**config.mk**
```make
export PLATFORM = sky130hd
export DESIGN_NAME = mem_bus_arbiter
export DESIGN_NICKNAME = d
export VERILOG_FILES = /design/src/rtl/mem_map_pkg.sv /design/src/rtl/mem_region_decode.sv /design/src/rtl/mem_bus_arbiter.sv
export SDC_FILE = /design/constraint.sdc
export NUM_CORES = 1
export LEC_CHECK = 0
export BUFFER_PORTS_ARGS = -buffer_cell sky130_fd_sc_hd__buf_2
export CORE_ASPECT_RATIO = 0.9
export CORE_MARGIN = 5
export CORE_UTILIZATION = 48
export DETAILED_ROUTE_END_ITERATION = 10
export PLACE_DENSITY = 0.95
export SLEW_MARGIN = 30
export SYNTH_ARGS = -nofsm -noshare
export SYNTH_HDL_FRONTEND = slang
export SYNTH_SLANG_ARGS = --single-unit
```
**constraint.sdc**
```tcl
create_clock -name clk -period 7.3 [get_ports clk]
set_input_delay 0.73 -clock clk [delete_from_list [all_inputs] [get_ports clk]]
set_output_delay 0.73 -clock clk [all_outputs]
set_load 0.01 [all_outputs]
```
**src/rtl/mem_map_pkg.sv**
```systemverilog
// Memory map of the MCU bus: region bases, region enum, target select
// encodings and the arbiter FSM state constants.
package mem_map_pkg;

    // Upper 16 address bits selecting each target region
    localparam logic [15:0] REGION_BRAM_BASE   = 16'h0000;
    localparam logic [15:0] REGION_SRAM_BASE   = 16'h0001;
    localparam logic [15:0] REGION_FLASH_BASE  = 16'h0002;
    localparam logic [15:0] REGION_PERIPH_BASE = 16'h0003;

    typedef enum logic [2:0] {
        REG_BRAM,
        REG_SRAM,
        REG_FLASH,
        REG_PERIPH,
        REG_INVALID
    } region_e;

    // One-hot target selects, bit order {periph,flash,sram,bram}
    localparam logic [3:0] SEL_NONE   = 4'b0000;
    localparam logic [3:0] SEL_BRAM   = 4'b0001;
    localparam logic [3:0] SEL_SRAM   = 4'b0010;
    localparam logic [3:0] SEL_FLASH  = 4'b0100;
    localparam logic [3:0] SEL_PERIPH = 4'b1000;

    // Arbiter FSM states
    typedef logic [1:0] state_t;
    localparam state_t ST_IDLE   = 2'd0;
    localparam state_t ST_ACCESS = 2'd1;
    localparam state_t ST_RESP   = 2'd2;

    function automatic region_e region_of(input logic [15:0] hi);
        region_e r;
        case (hi)
            REGION_BRAM_BASE:   r = REG_BRAM;
            REGION_SRAM_BASE:   r = REG_SRAM;
            REGION_FLASH_BASE:  r = REG_FLASH;
            REGION_PERIPH_BASE: r = REG_PERIPH;
            default:            r = REG_INVALID;
        endcase
        return r;
    endfunction

endpackage

```
**src/rtl/mem_region_decode.sv**
```systemverilog
// Combinational region decoder: upper address half -> one-hot target select
// plus an invalid flag for unmapped regions.
module mem_region_decode
    import mem_map_pkg::*;
(
    input  logic [15:0] region_hi,
    output logic [3:0]  sel,
    output logic        invalid
);

    region_e region;

    // Map the region to its target select; unmapped regions select nothing
    always_comb begin
        region  = region_of(region_hi);
        sel     = SEL_NONE;
        invalid = 1'b0;
        case (region)
            REG_BRAM:   sel = SEL_BRAM;
            REG_SRAM:   sel = SEL_SRAM;
            REG_FLASH:  sel = SEL_FLASH;
            REG_PERIPH: sel = SEL_PERIPH;
            default:    invalid = 1'b1;
        endcase
    end

endmodule

```
**src/rtl/mem_bus_arbiter.sv**
```systemverilog
// Two-master round-robin arbiter and sequencer for the MCU memory bus.
// One access outstanding at a time: IDLE grants and latches, ACCESS waits for
// target ready (bounded by TIMEOUT), RESP pulses ack/err to the winner.
module mem_bus_arbiter
    import mem_map_pkg::*;
#(
    parameter int ADDR_W  = 32,
    parameter int DATA_W  = 32,
    parameter int TIMEOUT = 15
) (
    input  logic              clk,
    input  logic              rst,

    input  logic              m0_req,
    input  logic              m0_we,
    input  logic [ADDR_W-1:0] m0_addr,
    input  logic [DATA_W-1:0] m0_wdata,
    output logic              m0_ack,
    output logic              m0_err,
    output logic [DATA_W-1:0] m0_rdata,

    input  logic              m1_req,
    input  logic              m1_we,
    input  logic [ADDR_W-1:0] m1_addr,
    input  logic [DATA_W-1:0] m1_wdata,
    output logic              m1_ack,
    output logic              m1_err,
    output logic [DATA_W-1:0] m1_rdata,

    output logic              s_valid,
    output logic [3:0]        s_sel,
    output logic              s_we,
    output logic [ADDR_W-1:0] s_addr,
    output logic [DATA_W-1:0] s_wdata,
    input  logic              s_ready,
    input  logic [DATA_W-1:0] s_rdata
);

    localparam int               CNT_W    = $clog2(TIMEOUT + 1);
    localparam logic [CNT_W-1:0] CNT_LAST = CNT_W'(TIMEOUT - 1);

    state_t              state_q, state_d;
    logic                grant_q, grant_d;          // 0 = m0, 1 = m1
    logic                last_grant_q, last_grant_d;
    logic [CNT_W-1:0]    cnt_q, cnt_d;
    logic [3:0]          sel_q, sel_d;
    logic                we_q, we_d;
    logic [ADDR_W-1:0]   addr_q, addr_d;
    logic [DATA_W-1:0]   wdata_q, wdata_d;
    logic                err_q, err_d;
    logic [DATA_W-1:0]   rdata_q, rdata_d;

    // Winner of the current IDLE cycle: a lone requester wins outright,
    // under contention the master not served last time wins.
    logic                pick_m1;
    logic                win_we;
    logic [ADDR_W-1:0]   win_addr;
    logic [DATA_W-1:0]   win_wdata;
    logic [3:0]          dec_sel;
    logic                dec_invalid;

    assign pick_m1   = m1_req & (~m0_req | ~last_grant_q);
    assign win_we    = pick_m1 ? m1_we    : m0_we;
    assign win_addr  = pick_m1 ? m1_addr  : m0_addr;
    assign win_wdata = pick_m1 ? m1_wdata : m0_wdata;

    mem_region_decode u_decode (
        .region_hi (win_addr[ADDR_W-1 -: 16]),
        .sel       (dec_sel),
        .invalid   (dec_invalid)
    );

    // Next-state and datapath: grant/latch in IDLE, wait or time out in
    // ACCESS, record the served master in RESP
    always_comb begin
        state_d      = state_q;
        grant_d      = grant_q;
        last_grant_d = last_grant_q;
        cnt_d        = cnt_q;
        sel_d        = sel_q;
        we_d         = we_q;
        addr_d       = addr_q;
        wdata_d      = wdata_q;
        err_d        = err_q;
        rdata_d      = rdata_q;
        case (state_q)
            ST_IDLE: begin
                if (m0_req || m1_req) begin
                    grant_d = pick_m1;
                    we_d    = win_we;
                    addr_d  = win_addr;
                    wdata_d = win_wdata;
                    sel_d   = dec_sel;
                    cnt_d   = '0;
                    rdata_d = '0;
                    err_d   = dec_invalid;
                    state_d = dec_invalid ? ST_RESP : ST_ACCESS;
                end
            end
            ST_ACCESS: begin
                // Ready takes precedence over the timeout in the last cycle
                if (s_ready) begin
                    rdata_d = we_q ? '0 : s_rdata;
                    err_d   = 1'b0;
                    state_d = ST_RESP;
                end else if (cnt_q == CNT_LAST) begin
                    rdata_d = '0;
                    err_d   = 1'b1;
                    state_d = ST_RESP;
                end else if (cnt_q < CNT_LAST) begin
                    cnt_d = cnt_q + CNT_W'(1);
                end
            end
            ST_RESP: begin
                last_grant_d = grant_q;
                state_d      = ST_IDLE;
            end
            default: state_d = ST_IDLE;
        endcase
    end

    // State registers; reset leaves m1 as last served so m0 wins first
    always_ff @(posedge clk or posedge rst) begin
        if (rst) begin
            state_q      <= ST_IDLE;
            grant_q      <= 1'b0;
            last_grant_q <= 1'b1;
            cnt_q        <= '0;
            sel_q        <= SEL_NONE;
            we_q         <= 1'b0;
            addr_q       <= '0;
            wdata_q      <= '0;
            err_q        <= 1'b0;
            rdata_q      <= '0;
        end else begin
            state_q      <= state_d;
            grant_q      <= grant_d;
            last_grant_q <= last_grant_d;
            cnt_q        <= cnt_d;
            sel_q        <= sel_d;
            we_q         <= we_d;
            addr_q       <= addr_d;
            wdata_q      <= wdata_d;
            err_q        <= err_d;
            rdata_q      <= rdata_d;
        end
    end

    // Outputs are state-decoded so reset clears them without a clock edge
    logic in_resp;
    assign in_resp  = (state_q == ST_RESP);
    assign s_valid  = (state_q == ST_ACCESS);
    assign s_sel    = s_valid ? sel_q : SEL_NONE;
    assign s_we     = we_q;
    assign s_addr   = addr_q;
    assign s_wdata  = wdata_q;

    assign m0_ack   = in_resp & ~grant_q;
    assign m1_ack   = in_resp &  grant_q;
    assign m0_err   = m0_ack & err_q;
    assign m1_err   = m1_ack & err_q;
    assign m0_rdata = m0_ack ? rdata_q : '0;
    assign m1_rdata = m1_ack ? rdata_q : '0;

endmodule

```
* Word level (Yosys, flattened, before mapping)
Index checks and enable logic that the tools add are counted.
** Cells by class
- Add/sub/neg operators :: 1
- Magnitude comparators :: 1
- Equality and inequality tests :: 14
- Multiplexer cells :: 28
- Bitwise logic cells :: 9
- Reduce and logical (&&, ||, !) cells :: 10
** Operator list (count)
- 32-bit two-way mux :: 8
- 32-bit one-hot mux with 2 select lines :: 1
- 16-bit by 2-bit == test with 1-bit output, second input constant :: 2
- 4-bit two-way mux :: 5
- 16-bit by 1-bit == test with 1-bit output, second input constant :: 1
- 16-bit logical NOT :: 1
- 4-bit one-hot mux with 4 select lines :: 1
- 3-bit one-hot mux with 4 select lines :: 1
- 2-bit two-way mux :: 4
- 4-bit one-hot mux with 2 select lines :: 1
- 3-bit by 2-bit == test with 1-bit output, second input constant :: 2
- 2-bit != test, second input constant :: 3
- 1-bit AND :: 5
- 1-bit two-way mux :: 5
- 5-bit AND reduction :: 1
- 4-bit by 1-bit adder with 4-bit output, second input constant :: 1
- 4-bit == test, second input constant :: 1
- 4-bit < comparator, second input constant :: 1
- 2-bit one-hot mux with 2 select lines :: 1
- 2-bit AND reduction :: 2
- 4-bit OR reduction :: 1
- 3-bit by 1-bit == test with 1-bit output, second input constant :: 1
- 3-bit logical NOT :: 1
- 3-bit by 1-bit != test with 1-bit output, second input constant :: 1
- other kinds (10) :: 12
** Storage, ports and cells
- Bits in registers :: 110
- Input bits :: 167

* Longest topological paths before layout
Gate-level depths: netlist (run 1).
- Depth after elaboration :: 11
- Depth in mapped cells :: 7
- Gate-level depth less buffers :: 6

* Hierarchy
A second synthesis (run 1) with hierarchy kept.
** Second synthesis, totals
- Cell total of the unflattened synthesis :: 527
- Area total of the unflattened synthesis :: 5322.6 um^2
** Modules (own cells, without submodules)
- mem_bus_arbiter :: times used 1, cells each 514, area an instance 5215.0 um^2, sequential area each 2753.9 um^2
- mem_region_decode :: times used 1, cells each 13, area an instance 107.6 um^2, sequential area each 0.0 um^2

* Worst setup path after synthesis (run 1)
Ideal clock, no wire load.
- Kind :: flip-flop to output port
- From :: reg state_q[0]
- To :: out m0_rdata[22]
- Data arrival time :: 1.312 ns
- Required time :: 6.570 ns
- Slack :: 5.258 ns
- Stages on the path, launching flop included :: 5
- Cells stage by stage :: dfrtp_1 nand2b_1 nor2_1 clkbuf_1 and2_1
** Between the ends
- Word-level cells in the longest chain between the ends :: 3
** RTL lines
- from (decl) :: line mem_bus_arbiter.sv:42 : state_t state_q, state_d;
- from (signal assigned) :: line mem_bus_arbiter.sv:136 : state_q <= state_d;
- 2-bit == test :: line mem_bus_arbiter.sv:151 : assign in_resp = (state_q == ST_RESP);
- 1-bit AND :: line mem_bus_arbiter.sv:158 : assign m0_ack = in_resp & ~grant_q;
- net m0_ack :: line mem_bus_arbiter.sv:18 : output logic m0_ack,
- 32-bit two-way mux :: line mem_bus_arbiter.sv:162 : assign m0_rdata = m0_ack ? rdata_q : '0;
- to (decl) :: line mem_bus_arbiter.sv:20 : output logic [DATA_W-1:0] m0_rdata,
The timed path passes the listed nets, and every way through them passes these cells.

* Final worst setup path (run 1)
- From :: reg state_q[0]
- To :: out m0_rdata[9]
** Between the ends
- Word-level cells in the longest chain between the ends :: 3
** RTL lines (line)
- 2-bit == test :: mem_bus_arbiter.sv:151
- 1-bit AND :: mem_bus_arbiter.sv:158
- 32-bit two-way mux :: mem_bus_arbiter.sv:162
Every way passes these cells.

==> results of run 1 <==
[per-stage QoR]
stage | instances | area [µm²] | hold WS (ps)
final | 964 | 7320 | 461.8
after global routing | 964 | 7320 | 504.0
after CTS | 964 | 7320 | 480.1
after detailed placement | 948 | 7002 | 466.2
after global placement | 946 | 6975 | 458.0
after floorplan | 518 | 5398 | 440.6
[routing by layer]
| layer | part of all wire (%) | up-vias | GRT usage [%] | wire [µm] |
|---|---|---|---|---|
| met3 | 8.4 | 26 | 6.697 | 1340 |
| met1 | 38 | 2215 | 27.81 | 6135 |
| met5 | 0.26 | - | 0 | 42 |
| met4 | 1.6 | 6 | 6.273 | 252 |
| li1 | - | 2384 | - | - |
| met2 | 51 | 202 | 42.05 | 8186 |
[area by class of cell]
class / count / area [µm²]
Multi-Input combinational cell: 367 / 2432
Tap cell: 152 / 190.2
Inverter: 6 / 25.02
Clock inverter: 5 / 65.06
Clock buffer: 11 / 252.7
Timing Repair Buffer: 313 / 1600
Sequential cell: 110 / 2754
Fill cell: 907 / 3581
[worst max-delay path, delay by kind of cell (launching register included)]
family                 cells  cell delay [ps]
buffers and inverters      2              470
DFF                        1              460
and+or+nand+nor            3              940
[synthesized netlist by cell type (all sizes together), types with 4 or more instances]
library cell / instances
inv: 6
and2: 71
nand2: 70
clkbuf: 13
dfrtp: 109
buf: 22
nand3: 8
a22o: 32
nor2: 11
o21ai: 70
nor4: 6
mux2i: 65
nor3: 4
[power breakdown]
| part | leakage, nW | switching, W | internal, W | total (W) |
|---|---|---|---|---|
| logic | 2.44 | 0.000226 | 0.000162 | 0.000389 |
| registers | 1.41 | 0.0000454 | 0.000690 | 0.000735 |
| clock network | 0.156 | 0.000220 | 0.000288 | 0.000508 |
[worst max path at each step]
stage	end	slack, ps	cells past startpoint
floorplan	cnt_q[0]$_DFFE_PP0P_	3670	1
global placement	sel_q[0]$_DFFE_PP0P_	4130	6
detailed placement	sel_q[0]$_DFFE_PP0P_	4520	6
CTS	m0_rdata[9]	4320	5
global route	m0_rdata[9]	4190	5
finish	m0_rdata[9]	4370	5
[sequential cells by signal (all words and copies together) (netlist names)]
signal        cells
cnt_q             4
err_q             1
grant_q           1
last_grant_q      1
rdata_q          32
s_addr           32
s_wdata          32
s_we              1
sel_q             4
state_q           2
[cell families (layout without fill, tap and decap cells)]
kind of cell             count (synthesis)  count (layout)  synth area share (%)
AO/OA/AOI/OAI                          117             117                 14.26
adder cells (fa/ha/maj)                  2               2                0.4635
buffers and inverters                   41             335                 4.381
flip-flops                             110             110                 51.02
multiplexers                            67              67                 12.47
AND/OR/NAND/NOR                        181             181                 17.41
==> impl_metrics.yaml, run 1 <==
synthesis:
  yosysSeqAreaShare_pct: 51.02
  synth-edff-count: 0
  async_reset_ff_share_pct: 100.0
  synth_top_area_share_pct: 50.53
  mean_instance_size_in_the_synthesized_netlist_um2: 10.42
  synth-main-ff-cell: "dfrtp_1"
  postSynthNetCount: 687
  mappedNetlistArea_um2: 5398
  synthesis.yosys.warnings: 0
  yosys_register_bits: 110
  dominant_cell_type_by_area_after_synthesis: "dfrtp_1"
  synth.distinct_cells: 42
  syn-instance-count: 518
  netlist_top_cells_area: "dfrtp_1 (51%), mux2i_1 (12%), and2_1 (8.2%), a22o_1 (5.2%), nand2_1 (4.9%)"
clock_tree:
  worst_setup_hold_path_clk_slew_ps: 80
  cts_max_path_buffers: 2
  cts-buffers-inserted: 9
  tritoncts_clock_tree: "yes"
  cts_hold_buf: 0
  cts.repair.resized: 0
  clock_tree.root_cell: "clkbuf_16"
  htreeDepth: 3
  cts.sink_count: 110
  cts.repair_timing.setup_buffer_count: 0
  worstSkewPairLatency_ps: 330
routing:
  route.antenna.remaining_nets: 0
  wl_um: 15960
  routed_len_inst_um: 16.55
  count_of_routing_violations_after_the_opening_detailed_route_iteration: 214
  dr_total_vias: 4833
  vias_per_cell: 5.013
  pre_antenna_drt_iters: 4
  drc_errors: 0
final_layout:
  area_growth_pct: 35.61
  antenna_cells: 0
  highest_count_cells_in_the_layout_ignoring_fill_and_taps: "buf_2 (304), dfrtp_1 (109), and2_1 (71)"
  post-route-util_pct: 67.15
  layout_commonest_cell: "buf_2"
  layout-drive-gt1-share_pct: 41.87
  finalNetCount: 976
critical_path:
  critical_path.startpoint: "state_q[0]$_DFFE_PP0P_"
  worst_r2r_path_depth: 5
  crit_type: "flip-flop to output port"
  cells_along_the_critical_path: "nand2b_1, nor2_1, buf_4, and2_1, buf_2"
  highest_cell_delay_on_the_worst_timing_path_ps: 540
  cp.required_ps: 6570
  ff2ff_setup_slack_ps: 5060
  cpMaxStageDelayCell: "nor2_1"
  worst_path_maximum_fanout: 22
  critPathLaunchType: "flip-flop"
  cp-end-kind: "output port"
  worstReg2RegEnd: "s_addr[1]$_DFFE_PP0P_"
  worst-endpoint-arrival_ps: 2200
  critical_r2r_launch: "state_q[0]$_DFFE_PP0P_"
worst_hold_path:
  worst_hold_path_type: "input port to async pin"
die:
  pin_count: 305
  die_w_um: 121.8
  core.rowCount: 36
  floorplan.die_area_um2: 13470
  initial_cell_density_of_the_core_pct: 49.52
  core-area_um2: 10900
  die_h_um: 110.6
timing:
  fin_crit_ps: 2926
  unrepaired_setup_endpoints_after_global_routing: "false"
  timing_max_transition_violations_final: 0
  fin_tns_setup_ps: 0
  worst_slew_pin_slew_ps: 779.8
  timing_hold_violations_final: 0
  timing.final.crit_share_pct: 40.09
  report.final.setup_viol: 0
  finalClockSkew_ps: 6.205
  max_freq_mhz: 341.7
  timing.slew.headroom_pct: 48.02
  setup_ws_ps: 4374
place:
  place_hpwl_um: 12690
  place.gp.congestion: 0.8859
  io_buffers: 304
  pre_cts_ws_ps: 4515
grt:
  grt.overflow.total: 0
  grt.total_usage_pct: 23.65
  first_global_vias: 5001
  antenna_found_initial: 3
  grt_max_degree: 81
  grt_first_pass_wirelength_um: 25730
power:
  power_w: 0.001632
  leakage_power_of_the_design_nw: 4.012
  power_density_nw_per_um2: 223.0
  largest_vdd_supply_drop_mv: 0.1558
flow_run:
  drv_cap: 0
outcome:
  outcome: "finished, final reports clean"
No activity file was read; power rests on OpenSTA's default activity.
==> run 2, diff against run 1 <==
Settings changed: ABC_AREA set to 1, CORE_UTILIZATION 48 to 40, PLACE_DENSITY 0.95 to 0.87.
Clock period 7.3 ns to 2.45 ns, I/O delays scaled along.
==> run 2 against run 1 <==
Net effect: largest power group is now combinational logic; die area increased by 16%; final cell count increased by 19%; register-to-register slack got worse by 4700 ps; highest routed layer is now met4.
==> impl_metrics.yaml, run 2 <==
timing:
  max_freq_mhz: 441.0
  report.final.setup_viol: 0
  fin_tns_setup_ps: 0
  finalClockSkew_ps: 10.83
  timing.slew.headroom_pct: 36.53
  timing_hold_violations_final: 0
  timing_max_transition_violations_final: 0
  unrepaired_setup_endpoints_after_global_routing: "false"
  fin_crit_ps: 2268
  worst_slew_pin_slew_ps: 951.0
  timing.final.crit_share_pct: 92.56
die:
  core.rowCount: 39
  core-area_um2: 12830
  die_h_um: 119.2
  floorplan.die_area_um2: 15660
  pin_count: 305
  die_w_um: 131.3
  initial_cell_density_of_the_core_pct: 41.30
power:
  largest_vdd_supply_drop_mv: 0.5800
  leakage_power_of_the_design_nw: 3.819
  power_w: 0.007012
  power_density_nw_per_um2: 960.0
flow_run:
  drv_cap: 0
final_layout:
  antenna_cells: 0
  area_growth_pct: 37.82
  highest_count_cells_in_the_layout_ignoring_fill_and_taps: "buf_2 (304), nor2_1 (151), o21ai_0 (132)"
  layout-drive-gt1-share_pct: 35.13
  finalNetCount: 1146
  final-seq-area_um2: 2754
  layout_commonest_cell: "buf_2"
  multi_input_gate_area_in_the_final_layout_um2: 2180
  num-fill-cells: 1202
routing:
  route.antenna.remaining_nets: 0
  drc_errors: 0
  vias_per_cell: 5.001
  count_of_routing_violations_after_the_opening_detailed_route_iteration: 374
  wl_um: 17370
  pre_antenna_drt_iters: 5
  routed_len_inst_um: 15.16
  dr_total_vias: 5731
synthesis:
  async_reset_ff_share_pct: 100.0
  netlist_top_cells_area: "dfrtp_1 (51%), o21ai_0 (12%), nor2_1 (11%), nand2_1 (8.0%), nand3_1 (4.2%)"
  synth.most_common_cell: "nor2_1"
  yosys_register_bits: 110
  mappedNetlistArea_um2: 5300
  syn-instance-count: 693
  synth-edff-count: 0
  synthesis.yosys.warnings: 0
  mean_instance_size_in_the_synthesized_netlist_um2: 7.648
  dominant_cell_type_by_area_after_synthesis: "dfrtp_1"
  postSynthNetCount: 862
  synth-main-ff-cell: "dfrtp_1"
  synth_top_area_share_pct: 51.46
  yosysSeqAreaShare_pct: 51.96
  synth.distinct_cells: 27
  synth_commonest_cells: "nor2_1 (152), o21ai_0 (132), nand2_1 (113), dfrtp_1 (109), inv_1 (52)"
critical_path:
  timing.critical_path.mode_cell: "nor2_1"
  cpMaxStageDelayCell: "inv_1"
  worst_path_maximum_fanout: 33
  critical_path.startpoint: "state_q[1]$_DFFE_PP0P_"
  timing.critical_path.max_delay_family: "buffers and inverters"
  critical_r2r_launch: "last_grant_q$_DFFE_PP1N_"
  critPathLaunchType: "flip-flop"
  cp.required_ps: 2200
  highest_cell_delay_on_the_worst_timing_path_ps: 690
  worst-endpoint-arrival_ps: 2020
  cells_along_the_critical_path: "nand2_1, nor2_1, inv_1, nor2_1, buf_2"
  worst-path-buf-inv: 2
  cp-end-kind: "output port"
  crit_type: "flip-flop to output port"
outcome:
  outcome: "finished, final reports clean"
grt:
  first_global_vias: 5523
  grt_max_degree: 67
  grt.total_usage_pct: 21.29
  antenna_found_initial: 0
  grt_first_pass_wirelength_um: 27890
  grt.overflow.total: 0
clock_tree:
  worst_setup_hold_path_clk_slew_ps: 70
  cts_max_path_buffers: 2
  htreeDepth: 3
  cts.sink_count: 110
  tritoncts_clock_tree: "yes"
  cts.repair.resized: 0
  clock_tree.root_cell: "clkbuf_16"
  cts-buffers-inserted: 9
  worstSkewPairLatency_ps: 340
worst_hold_path:
  timing.hold.worst.start: "s_rdata[16]"
  worst_hold_path_type: "input port to flip-flop"
place:
  place_hpwl_um: 13350
  io_buffers: 304
  place.gp.congestion: 0.8535
-- run 2: cell count changes in the layout (fill, tap and decap cells not counted), sizes merged, moves of 32 or more --
cell	before	now
nand3	8	47
mux2i	65	0
o21ai	70	140
nand2	70	114
nor2	11	157
a22o	32	0
inv	7	56
and2	71	0
-- run 2: worst paths after layout --
| kind | end | slack (ps) | cells after the start |
|---|---|---|---|
| worst max register to register | err_q$_DFFE_PP0P_ | 340 | 13 |
| worst min-delay path | rdata_q[16]$_DFFE_PP0P_ | 140 | 3 |
| min in group asynchronous | s_we$_DFFE_PP0P_ | 440 | 3 |
| worst min register to register | last_grant_q$_DFFE_PP1N_ | 480 | 2 |
| worst max-delay path | m0_rdata[24] | 180 | 5 |
| max in group asynchronous | last_grant_q$_DFFE_PP1N_ | 1250 | 4 |
-- run 2: kinds of logic (layout without fill, tap and decap cells) --
logic type      Yosys count  count (layout)  synth area share (%)
buf+inv                  98             387                 7.271
flops                   110             110                 51.96
simple gates            319             319                 24.24
xor+xnor                  1               1                0.1653
compound gates          163             163                 15.89
fa+ha+maj                 2               2                0.4721
-- run 2: worst min-delay path, cell delays in order --
cell     delay (ps)
buf_2            70
nand3_1          60
o21ai_0          60
-- run 2: cell type report --
cell class                      count  area share [%]
Clock buffer                        9           3.083
Clock inverter                      7           1.250
Inverter                           55           2.878
Multi-Input combinational cell    485           29.84
Sequential cell                   110           37.70
Tap cell                          164           2.809
Timing Repair Buffer              316           22.44
-- run 2: metrics by stage --
step	utilization (%)	hold WS, ps	worst slack [ps]	cells	instance area [µm²]
after floorplan	-	395.1	809.5	693	5304
after global placement	54.33	249.6	283.8	1129	6973
after detailed placement	54.37	249.3	353.3	1129	6978
after CTS	56.92	130.6	179.4	1146	7305
after global routing	56.92	140.0	27.72	1146	7305
final	56.92	141.5	182.3	1146	7305
-- run 2: metal layers --
metal	wire length [µm]	vias up	track usage, %
met5	0	-	0
met4	411	0	6.041
met3	1388	32	5.649
met2	8709	258	37.44
met1	6859	2652	25.83
li1	-	2789	-
-- run 2: power breakdown --
group          leakage (nW)  total [W]  switching (W)  internal (W)
combinational          2.28    0.00278        0.00182      0.000956
clock                 0.151    0.00152       0.000704      0.000819
sequential             1.39    0.00271       0.000316       0.00240
total                  3.82    0.00701        0.00284       0.00417
-- run 2: timing repair --
| action | CTS | global route |
|---|---|---|
| setup buffers | 0 | 0 |
| hold buffers | 1 | 0 |
| hold endpoints to repair | 15 | 0 |
==> run 3, diff against run 2 <==
--- a/config.mk
+++ b/config.mk
@@ -9,7 +9,9 @@
 export BUFFER_PORTS_ARGS = -buffer_cell sky130_fd_sc_hd__buf_2
+export CELL_PAD_IN_SITES_DETAIL_PLACEMENT = 1
+export CELL_PAD_IN_SITES_GLOBAL_PLACEMENT = 1
 export CORE_ASPECT_RATIO = 0.9
 export CORE_MARGIN = 5
-export CORE_UTILIZATION = 40
+export CORE_UTILIZATION = 27
 export DETAILED_ROUTE_END_ITERATION = 10
-export PLACE_DENSITY = 0.87
+export PLACE_DENSITY = 0.86
 export SLEW_MARGIN = 30
==> constraint.sdc (replaced) <==
create_clock -name clk -period 2.45 [get_ports clk]
set_input_delay 0.49 -clock clk [delete_from_list [all_inputs] [get_ports clk]]
set_output_delay 0.49 -clock clk [all_outputs]
set_load 0.01 [all_outputs]
==> run 3 against run 2 <==
Net effect: first-iteration DRC count down 33%; worst hold slack better by 120 ps; sequential share of layout area down 0.60 points; combinational power up 5%; global-route usage down 3.1 points; count of clock-buffer cells in the layout up 1; die area up 44%; sequential cell count unchanged.
==> impl_metrics.yaml, run 3 (same netlist as run 2, synthesis figures left out) <==
final_layout:
  layout_commonest_cell: "buf_2"
  num-fill-cells: 2492
  layout-drive-gt1-share_pct: 35.97
  finalNetCount: 1151
  highest_count_cells_in_the_layout_ignoring_fill_and_taps: "buf_2 (304), nor2_1 (147), o21ai_0 (132)"
  antenna_cells: 0
  area_growth_pct: 40.04
clock_tree:
  cts.repair.resized: 4
  worst_setup_hold_path_clk_slew_ps: 70
  cts_max_path_buffers: 2
  cts.repair_timing.setup_buffer_count: 0
  worstSkewPairLatency_ps: 350
  clock_tree.root_cell: "clkbuf_16"
  htreeDepth: 3
  tritoncts_clock_tree: "yes"
  cts_hold_buf: 0
  cts-buffers-inserted: 9
  cts.sink_count: 110
timing:
  worst_slew_pin_slew_ps: 455.8
  unrepaired_setup_endpoints_after_global_routing: "false"
  timing.slew.headroom_pct: 69.62
  fin_crit_ps: 2328
  timing.final.crit_share_pct: 95.01
  finalClockSkew_ps: 8.043
  max_freq_mhz: 429.6
  report.final.setup_viol: 0
  finalHoldWorstSlack_ps: 261.4
  timing_max_transition_violations_final: 0
  timing_hold_violations_final: 0
  fin_tns_setup_ps: 0
routing:
  route.antenna.remaining_nets: 0
  vias_per_cell: 4.661
  pre_antenna_drt_iters: 4
  wl_um: 21020
  count_of_routing_violations_after_the_opening_detailed_route_iteration: 252
  drc_errors: 0
  dr_total_vias: 5766
  routed_len_inst_um: 16.99
die:
  core-area_um2: 19220
  die_h_um: 142.9
  initial_cell_density_of_the_core_pct: 27.58
  core.rowCount: 48
  pin_count: 305
  floorplan.die_area_um2: 22540
  die_w_um: 157.7
power:
  net_switching_power_of_the_design_w: 0.002979
  pwr-share-seq_pct: 38.5
  largest_vdd_supply_drop_mv: 0.4003
  power_density_nw_per_um2: 955.2
  leakage_power_of_the_design_nw: 3.831
  switching_share_pct: 42.02
  p_clk_share_pct: 20.3
  internal-power_w: 0.004111
  comb_power_share_pct: 41.3
critical_path:
  critical_r2r_launch: "last_grant_q$_DFFE_PP1N_"
  cp-end-kind: "output port"
  critPathLaunchType: "flip-flop"
  cp.required_ps: 1960
  worst-endpoint-arrival_ps: 1840
  crit_type: "flip-flop to output port"
  worst_path_maximum_fanout: 34
  critical_path.startpoint: "state_q[0]$_DFFE_PP0P_"
place:
  io_buffers: 304
  place.gp.congestion: 0.8546
  place_hpwl_um: 16360
flow_run:
  drv_cap: 0
outcome:
  outcome: "finished, final reports clean"
grt:
  antenna_found_initial: 0
  grt.overflow.total: 0
  grt.total_usage_pct: 18.22
  grt_max_degree: 78
  first_global_vias: 6081
  grt_first_pass_wirelength_um: 32830
worst_hold_path:
  worst_hold_path_type: "input port to async pin"
run 3: changes by cell type in the layout (fill, tap and decap cells not counted), moves of 2 or more:
cell / delta
buf_4: +5
nor2_2: +4
nor2_1: -4
inv_6: +2
run 3: cell type report:
cell class / count / area, µm² / share of cell area, %
inverters: 55 / 210.2 / 2.832
well taps: 250 / 312.8 / 4.214
multi-input cells: 485 / 2192 / 29.53
flip-flops and latches: 110 / 2754 / 37.10
clock buffers: 10 / 229.0 / 3.085
clock inverters: 6 / 51.30 / 0.6912
repair buffers: 321 / 1673 / 22.54
run 3: path summary, 6_finish.rpt:
| kind | endpoint | slack [ps] | cells after the start |
|---|---|---|---|
| hold / removal | s_wdata[9]$_DFFE_PP0P_ | 260 | 3 |
| setup reg to reg | err_q$_DFFE_PP0P_ | 310 | 13 |
| setup / recovery | m1_rdata[1] | 120 | 8 |
| hold reg to reg | s_wdata[10]$_DFFE_PP0P_ | 480 | 2 |
| max in group asynchronous | last_grant_q$_DFFE_PP1N_ | 1800 | 3 |
| min in group clk | rdata_q[6]$_DFFE_PP0P_ | 370 | 3 |
run 3: power groups by stage:
stage          clock network (W)  logic [W]  registers (W)
5_1_grt                  0.00158    0.00330        0.00281
2_1_floorplan                  0    0.00133        0.00298
4_1_cts                  0.00150    0.00298        0.00273
3_5_place_dp                   0    0.00298        0.00275
6_report                 0.00144    0.00293        0.00273
3_3_place_gp                   0    0.00288        0.00274
run 3: per-stage QoR:
step	setup WS, ps	utilization (%)	total power, W	std cells	cell area (µm²)
2_1_floorplan	615.1	-	0.004305	693	5304
3_3_place_gp	224.1	37.01	0.005620	1221	7113
5_1_grt	7.026	38.62	0.007684	1237	7422
6_report	122.3	38.62	0.007090	1237	7422
3_5_place_dp	161.4	37.01	0.005731	1221	7113
4_1_cts	0.7760	38.53	0.007216	1237	7405
run 3: worst max-delay path, stage by stage, from the launching register on:
cell and delay [ps]:
dfrtp_1 380, inv_1 120, nand2_2 100, buf_4 160
nor2_1 120, clkinv_1 110, buf_8 190, nor2_1 140
buf_2 170
run 3: per-layer routing:
metal	part of all wire (%)	routed length (µm)	GRT usage (%)
met5	0	0	0
met1	41	8597	22.02
met2	48	10180	31.95
met3	9.0	1883	5.303
met4	1.7	355	4.527
